### config.mk
export PLATFORM = sky130hd
export DESIGN_NAME = wb_dma_copy
export DESIGN_NICKNAME = d
export VERILOG_FILES = /design/src/rtl/wb_dma_copy.sv
export SDC_FILE = /design/constraint.sdc
export NUM_CORES = 1
export LEC_CHECK = 0
export BUFFER_PORTS_ARGS = -buffer_cell sky130_fd_sc_hd__buf_2
export CORE_MARGIN = 2
export CORE_UTILIZATION = 55
export CTS_BUF_LIST = sky130_fd_sc_hd__clkbuf_4 sky130_fd_sc_hd__clkbuf_8 sky130_fd_sc_hd__clkbuf_16
export DETAILED_ROUTE_END_ITERATION = 12
export HOLD_SLACK_MARGIN = 0.06
export MAX_ROUTING_LAYER = met4
export PLACE_DENSITY_LB_ADDON = 0.08
export SLEW_MARGIN = 20
export SYNTH_ARGS = -nofsm -noshare
export SYNTH_HDL_FRONTEND = slang
export SYNTH_SLANG_ARGS = --single-unit
### constraint.sdc
create_clock -name clk_i -period 2.75 [get_ports clk_i]
set_input_delay 0.1375 -clock clk_i [delete_from_list [all_inputs] [get_ports clk_i]]
set_output_delay 0.1375 -clock clk_i [all_outputs]
set_load 0.02 [all_outputs]
### src/rtl/wb_dma_copy.sv
// Wishbone word-copy engine: slave port holds SRC/DST/LEN/CTRL, master port
// copies LEN words from SRC to DST, one outstanding bus cycle at a time.
//
// Ports:
//   clk_i, rst_i          clock, asynchronous active-low reset
//   s_*                   register slave: [3:2] 0 SRC, 1 DST, 2 LEN, 3 CTRL
//   m_*                   copy master: read SRC, write DST, sel always 4'hF
//   irq_o                 DONE & IEN
module wb_dma_copy #(
  parameter int LEN_W = 16
) (
  input  logic        clk_i,
  input  logic        rst_i,
  input  logic [31:0] s_adr_i,
  input  logic [31:0] s_dat_i,
  output logic [31:0] s_dat_o,
  input  logic [3:0]  s_sel_i,
  input  logic        s_stb_i,
  input  logic        s_cyc_i,
  input  logic        s_we_i,
  output logic        s_ack_o,
  output logic [31:0] m_adr_o,
  output logic [31:0] m_dat_o,
  input  logic [31:0] m_dat_i,
  output logic [3:0]  m_sel_o,
  output logic        m_stb_o,
  output logic        m_cyc_o,
  output logic        m_we_o,
  input  logic        m_ack_i,
  output logic        irq_o
);

  typedef enum logic [2:0] {
    S_IDLE, S_READ, S_WGAP, S_WRITE, S_RGAP
  } state_t;

  state_t           state_q, state_d;
  logic [31:0]      src_q, src_d;
  logic [31:0]      dst_q, dst_d;
  logic [LEN_W-1:0] len_q, len_d;
  logic [31:0]      data_q, data_d;
  logic             ien_q, ien_d;
  logic             done_q, done_d;
  logic             aborted_q, aborted_d;
  logic             abort_q, abort_d;
  logic             s_ack_q, s_ack_d;
  logic [31:0]      s_dat_q, s_dat_d;
  logic             m_cyc_q, m_cyc_d;
  logic             m_we_q, m_we_d;
  logic [31:0]      m_adr_q, m_adr_d;

  logic        acc, wr, busy, last;
  logic [31:0] rd;

  logic unused_ok;
  assign unused_ok = ^{s_sel_i, s_adr_i[31:4], s_adr_i[1:0]};

  assign busy = (state_q != S_IDLE);
  assign acc  = s_stb_i & s_cyc_i & ~s_ack_q;
  assign wr   = acc & s_we_i;
  assign last = (len_q == LEN_W'(1));

  always_comb begin
    rd = '0;
    unique case (s_adr_i[3:2])
      2'd0: rd = src_q;
      2'd1: rd = dst_q;
      2'd2: rd = 32'(len_q);
      2'd3: rd = {27'b0, aborted_q, ien_q,
                  done_q, busy, 1'b0};
      default: rd = '0;
    endcase
  end

  always_comb begin
    state_d   = state_q;
    src_d     = src_q;
    dst_d     = dst_q;
    len_d     = len_q;
    data_d    = data_q;
    ien_d     = ien_q;
    done_d    = done_q;
    aborted_d = aborted_q;
    abort_d   = abort_q;
    s_ack_d   = acc;
    s_dat_d   = acc ? rd : '0;

    if (wr) begin
      unique case (s_adr_i[3:2])
        2'd0: if (!busy) src_d = {s_dat_i[31:2], 2'b00};
        2'd1: if (!busy) dst_d = {s_dat_i[31:2], 2'b00};
        2'd2: if (!busy) len_d = s_dat_i[LEN_W-1:0];
        2'd3: begin
          ien_d = s_dat_i[3];
          if (s_dat_i[2]) done_d = 1'b0;
          if (s_dat_i[4] && busy) abort_d = 1'b1;
          if (s_dat_i[0] && !busy) begin
            aborted_d = 1'b0;
            // zero-length copy completes without touching the bus
            if (len_q == '0) done_d = 1'b1;
            else state_d = S_READ;
          end
        end
        default: ;
      endcase
    end

    case (state_q)
      S_READ: if (m_ack_i) begin
        data_d  = m_dat_i;
        src_d   = src_q + 32'd4;
        state_d = S_WGAP;
      end
      S_WGAP: state_d = S_WRITE;
      S_WRITE: if (m_ack_i) begin
        dst_d = dst_q + 32'd4;
        len_d = len_q - LEN_W'(1);
        if (last || abort_q) begin
          state_d   = S_IDLE;
          done_d    = 1'b1;
          aborted_d = abort_q && !last;
          abort_d   = 1'b0;
        end else begin
          state_d = S_RGAP;
        end
      end
      S_RGAP: state_d = S_READ;
      default: ;
    endcase

    m_cyc_d = (state_d == S_READ) || (state_d == S_WRITE);
    m_we_d  = (state_d == S_WRITE);
    m_adr_d = (state_d == S_READ)  ? src_d :
              (state_d == S_WRITE) ? dst_d : m_adr_q;
  end

  always_ff @(posedge clk_i or negedge rst_i) begin
    if (!rst_i) begin
      state_q   <= S_IDLE;
      src_q     <= '0;
      dst_q     <= '0;
      len_q     <= '0;
      data_q    <= '0;
      ien_q     <= 1'b0;
      done_q    <= 1'b0;
      aborted_q <= 1'b0;
      abort_q   <= 1'b0;
      s_ack_q   <= 1'b0;
      s_dat_q   <= '0;
      m_cyc_q   <= 1'b0;
      m_we_q    <= 1'b0;
      m_adr_q   <= '0;
    end else begin
      state_q   <= state_d;
      src_q     <= src_d;
      dst_q     <= dst_d;
      len_q     <= len_d;
      data_q    <= data_d;
      ien_q     <= ien_d;
      done_q    <= done_d;
      aborted_q <= aborted_d;
      abort_q   <= abort_d;
      s_ack_q   <= s_ack_d;
      s_dat_q   <= s_dat_d;
      m_cyc_q   <= m_cyc_d;
      m_we_q    <= m_we_d;
      m_adr_q   <= m_adr_d;
    end
  end

  assign s_ack_o = s_ack_q;
  assign s_dat_o = s_dat_q;
  assign m_cyc_o = m_cyc_q;
  assign m_stb_o = m_cyc_q;
  assign m_we_o  = m_we_q;
  assign m_adr_o = m_adr_q;
  assign m_dat_o = m_we_q ? data_q : '0;
  assign m_sel_o = m_cyc_q ? 4'hF : 4'h0;
  assign irq_o   = done_q & ien_q;

endmodule

* Word level (Yosys, flattened, before mapping) *
Index checks and enable logic that the tools add are counted.

cells by class
  add/sub/neg operators = 3
  eq/ne operators = 10
  muxes and demuxes = 49
  bitwise gates (word level) = 5
  reductions and logical operators = 13

operator list
  kind                                                 count
  two-way mux 32 bit                                   14
  one-hot mux 32 bit (4 select lines)                  1
  two-way mux 16 bit                                   5
  adder 32 x 3 -> 32 bit (second input constant)       2
  two-way mux 3 bit                                    7
  two-way mux 1 bit                                    20
  == test 16 x 1 -> 1 bit (second input constant)      1
  zero test 16 bit                                     1
  subtractor 16 x 1 -> 16 bit (second input constant)  1
  one-hot mux 3 bit (4 select lines)                   1
  == test 3 x 2 -> 1 bit (second input constant)       3
  == test 3 x 1 -> 1 bit (second input constant)       2
  bitwise AND 1 bit                                    4
  == test 2 bit (second input constant)                2
  two-way mux 4 bit                                    1
  AND reduction 2 bit                                  2
  == test 3 bit (second input constant)                1
  logical AND 1 bit                                    3
  nonzero test 3 bit                                   1
  == test 2 x 1 -> 1 bit (second input constant)       1
  zero test 1 bit                                      2
  zero test 2 bit                                      1
  logical OR 1 bit                                     2
  nonzero test 2 bit                                   1
  NOT 1 bit                                            1

storage, ports and cells
  flip-flop bits (word level) = 186
  bits of input ports = 106
  output and inout port bits = 105
  logic and storage cells = 94

* Logic depth before layout (Yosys ltp) *
  depth after elaboration = 11
  mapped depth = 10
  depth with buffers taken out = 7

* Least setup slack after synthesis *
OpenSTA, ideal clock, no wires.

  kind = register to register
  from = register s_ack_q (netlist: s_ack_o)
  to = register m_adr_q[23] (netlist: m_adr_o[23])
  setup time = 0.121 ns
  data arrival time = 2.304 ns
  required time = 2.629 ns
  slack = 0.325 ns
  stages on the path, launching flop included = 10
  buffers on the path = 2
  period minus slack after synthesis = 2.425 ns
  cells stage by stage = dfrtp_1 -> nand3b_1 -> or3b_2 -> a31o_2 -> a21o_1 -> buf_2 -> inv_1 -> buf_2 -> o21ai_0 -> o22a_1

on the way
  longest elaborated chain between the ends = 8
  elaborated cells on any way between the ends = 18
  those cells by class = eq/ne (2); mux (12); bitwise (3); reduce/logical (1)

ends and longest elaborated chain
  element                                                                          RTL line  source
  start, declared                                                                  46        logic s_ack_q, s_ack_d;
  start signal, assigned                                                           163       s_ack_q <= s_ack_d;
  NOT 1 bit (*)                                                                    59        assign acc = s_stb_i & s_cyc_i & ~s_ack_q;
  bitwise AND 1 bit (*)                                                            59
  bitwise AND 1 bit (*)                                                            60        assign wr = acc & s_we_i;
  two-way mux 3 bit / two-way mux 32 bit (equally long branches)                   88        if (wr) begin
  two-way mux 3 bit, or another cell as far along                                  115       S_WRITE: if (m_ack_i) begin
  one-hot mux 3 bit (4 select lines) / two-way mux 32 bit (equally long branches)  108       case (state_q)
  == test 3 x 1 -> 1 bit, or another cell as far along                             133       m_adr_d = (state_d == S_READ) ? src_d :
  two-way mux 32 bit / nonzero test 2 bit (equally long branches)                  n/a
  end signal, assigned                                                             167       m_adr_q <= m_adr_d;
  end, declared                                                                    50        logic [31:0] m_adr_q, m_adr_d;

Every way passes the cells marked *; elsewhere a longest branch is shown, timed or not. The select of a mux whose other input is x is not followed.
A chain may end at the register's enable or synchronous reset.

* Worst setup path after layout *
  from = register state_q[1]
  to = register m_adr_q[28] (netlist: m_adr_o[28])

on the way
  longest elaborated chain between the ends = 10
  elaborated cells on any way between the ends = 29
  those cells by class = eq/ne (6); mux (19); reduce/logical (4)

ends and longest elaborated chain
  element                                                                  RTL line  source
  start, declared                                                          37        state_t state_q, state_d;
  start signal, assigned                                                   154       state_q <= state_d;
  nonzero test 3 bit                                                       58        assign busy = (state_q != S_IDLE);
  zero test 1 bit                                                          97        if (s_dat_i[0] && !busy) begin
  logical AND 1 bit                                                        97
  two-way mux 3 bit                                                        97
  two-way mux 3 bit                                                        89        unique case (s_adr_i[3:2])
  two-way mux 3 bit                                                        88
  two-way mux 3 bit (on tied branches)                                     115, 109
  one-hot mux 3 bit (4 select lines)                                       108
  == test 3 x 1 -> 1 bit / == test 3 x 2 -> 1 bit (equally long branches)  133, 134
  two-way mux 32 bit / nonzero test 2 bit (equally long branches)          n/a

Parallel ways exist; a longest one is shown, timed or not. The select of a mux whose other input is x is not followed.

==> impl_metrics.tcl <==
set metrics [dict create \
    grt_pass1_wl_um 50000 \
    gp_congestion 1.04 \
    clockBufferDepth 2 \
    timing.final.crit_period_ns 2.66 \
    multi_input_area_um2 4770 \
    ant_nets 0 \
    antenna_found_initial 0 \
    crit_arrival_ns 2.99 \
    place_area_um2 11300 \
    seq_area_um2 4650 \
    ys_types 77 \
    pwr-share-clk_pct 44.7 \
    grtUsageTotal_pct 36.3 \
    seq_power_share_pct 49.3 \
    drtIter0Drc 1020 \
    ys.flop_type "dfrtp_1" \
    cts_tree "done" \
    hold_viol_final 0 \
    area_delta_synth_final_pct 28.4 \
    fillers 1346 \
    synth_top_area_cell "dfrtp_1" \
    relSlewSlack_pct 50.0 \
    wl_per_cell_um 20.6 \
    yosysMostFrequentCell "dfrtp_1" \
    initial_core_util_pct 56.3 \
    slew_violations 0 \
    die-area_um2 18900 \
    path_clk_slew_ns 0.08 \
    antenna_cells 0 \
    insertion_delay_ns 0.45 \
    fp-row-count 48 \
    crit_path_end_kind "flip-flop" \
    start_kind "flip-flop" \
    grt_pass1_vias 9049 \
    ys_ff_latch 186 \
    vias 9722 \
    yosys_warnings 0 \
    cts_max_level 4 \
    max_freq_mhz 376 \
    ys_top_cells_by_area "dfrtp_1, nand2_1, nor2_1" \
    power-per-cell-area_nw_per_um2 450 \
    ys_top_cells_by_count "dfrtp_1, nand2_1, nor2_1, a21oi_1, and2_1" \
    core_area_um2 17400 \
    synthCells 1091 \
    p_total_w 0.00565 \
    synth.cell_area_um2 9770 \
    dr.pass1.iters 5 \
    dpl.cell_count 1496 \
    outcome "complete, no violations" \
    syn_avg_cell_area_um2 8.96 \
    ios 211 \
    power.switching_w 0.00141 \
    p_sw_share_pct 24.9 \
    synth_edf_count 0 \
    ys_seq_area_share_pct 47.6 \
    crit_fanout 15 \
    die_height_um 137 \
    fin_skew_ns 0.0125 \
    crit_type "reg -> reg" \
    grt_max_degree 86 \
    drive_above_1_share_pct 23.8 \
    p_int_w 0.00424 \
    cts_buffers 17 \
    die_x_um 137 \
    hp-class "in -> reg" \
    pwr-share-comb_pct 6.0 \
    hold_slack_ns 0.0570 \
    design_area_um2 12600 \
    syn_nets 1202 \
    instances_no_fill 1592 \
    wirelength_um 32800 \
    hpwlAfterDp_um 23100 \
    fin_nets 1465 \
    grt-ovfl-total 0 \
    critPathRequiredTime_ns 3.08 \
    leakagePower_nw 6.27 \
    tightestPinTransition_ns 0.750 \
    drc 0 \
    synth_top_area_share_pct 47.6 \
    cts_root_buffer "clkbuf_16" \
    port_buffers 176 \
    fin_crit_sh_pct 96.6 \
    cap_violations 0 \
    finalSetupViolCount 0 \
    viasPerCell 6.11 \
    cts_sinks 186 \
    ir_drop_mv 0.409 \
    async_reset_ff_share_pct 100 \
]
## state kept, by name, summed over array words and instances, names as in the netlist, 3 cells and up
name     flops
dst_q       32
state_q      3
data_q      32
len_q       16
src_q       32
s_dat_o     32
m_adr_o     32
## critical path, stage by stage, from the launching register on
cell	delay [ns]
dfrtp_1	0.46
nor4b_2	0.36
or3b_2	0.51
a31o_2	0.24
a21o_1	0.21
buf_12	0.16
buf_4	0.16
and2_0	0.17
a221o_1	0.27
## logic make-up (layout without fill, tap and decap cells)
group	count (synthesis)	count (layout)	share of synthesized area [%]
AND/OR/NAND/NOR	535	535	26.3
AO/OA/AOI/OAI	219	219	15.6
flip-flops	186	186	47.6
buffers and inverters	96	372	4.24
multiplexers	45	45	5.17
adder cells (fa/ha/maj)	5	5	0.640
XOR/XNOR	5	5	0.448
## layout make-up
class	instances	share of cell area, %
clock buffers	19	3.56
clock inverters	13	1.23
inverters	20	0.598
multi-input cells	809	38.0
flip-flops and latches	186	37.1
well taps	225	2.24
repair buffers	320	17.3
## timing repair
| action | 4_1_cts | 5_1_grt |
|---|---|---|
| hold buffers | 62 | 0 |
| gates resized for setup | 0 | 10 |
| endpoints found under the hold margin | 169 | 0 |
| setup endpoints to repair | 0 | 16 |
| buffers inserted | 0 | 2 |
## metal layers
metal | GRT usage (%) | up-vias | wire, um
met3 | 6.88 | 65 | 3110
met2 | 53.2 | 571 | 14600
met5 | - | - | 0
met1 | 50.6 | 4658 | 14100
met4 | 13.2 | 0 | 1000
li1 | - | 4428 | -
## power by group through the flow
| stage | Sequential [W] | Clock, W | Combinational (W) |
|---|---|---|---|
| after floorplan | 0.00284 | 0 | 0.0000882 |
| after global placement | 0.00284 | 0 | 0.000264 |
| after detailed placement | 0.00284 | 0 | 0.000265 |
| after CTS | 0.00278 | 0.00255 | 0.000334 |
| after global routing | 0.00279 | 0.00264 | 0.000369 |
| final | 0.00278 | 0.00253 | 0.000339 |
## stage by stage
| step | TNS, ns | worst slack (ns) | utilization (%) |
|---|---|---|---|
| floorplan | 0 | 0.325 | - |
| global placement | 0 | 0.150 | 64.9 |
| detailed placement | 0 | 0.0526 | 64.9 |
| CTS | 0 | 0.0159 | 71.9 |
| global route | -0.0143 | -0.0143 | 72.3 |
| finish | 0 | 0.0928 | 72.3 |
## cell usage in the layout, fill, tap and decap left out, types with 5 or more instances in the layout
master / netlist / layout
inv_8: 0 / 5
buf_4: 5 / 78
buf_2: 15 / 175
nand4_1: 24 / 24
a31oi_1: 12 / 12
nor3_1: 30 / 29
mux2i_1: 37 / 37
a311oi_1: 9 / 9
and3_1: 19 / 19
o32ai_1: 8 / 8
nor2_1: 135 / 133
dlygate4sd3_1: 0 / 62
inv_1: 18 / 18
o22ai_1: 8 / 8
and2_1: 51 / 51
nand3_1: 26 / 26
a211oi_1: 16 / 16
nand2_1: 181 / 181
nor4_1: 15 / 15
and4_1: 7 / 7
clkbuf_16: 0 / 17
o21a_1: 7 / 7
a21oi_1: 56 / 56
dfrtp_1: 186 / 186
ha_1: 5 / 5
a221o_1: 13 / 13
o221a_2: 6 / 6
o21ai_0: 36 / 36
or3_1: 11 / 11
nor2b_1: 5 / 5
## path summary, 6_finish.rpt
kind | to | cells past startpoint | from | slack [ns]
min reg2reg | data_q[30] | 2 | data_q[30] | 0.47
min in group asynchronous | data_q[26] | 2 | rst_i | 0.28
max in group asynchronous | data_q[5] | 3 | rst_i | 1.62
max | m_adr_o[28] | 8 | state_q[1] | 0.09
min | src_q[27] | 3 | s_dat_i[27] | 0.06
max reg2reg | m_adr_o[28] | 8 | state_q[1] | 0.09
(Power assumes the default switching activity.)
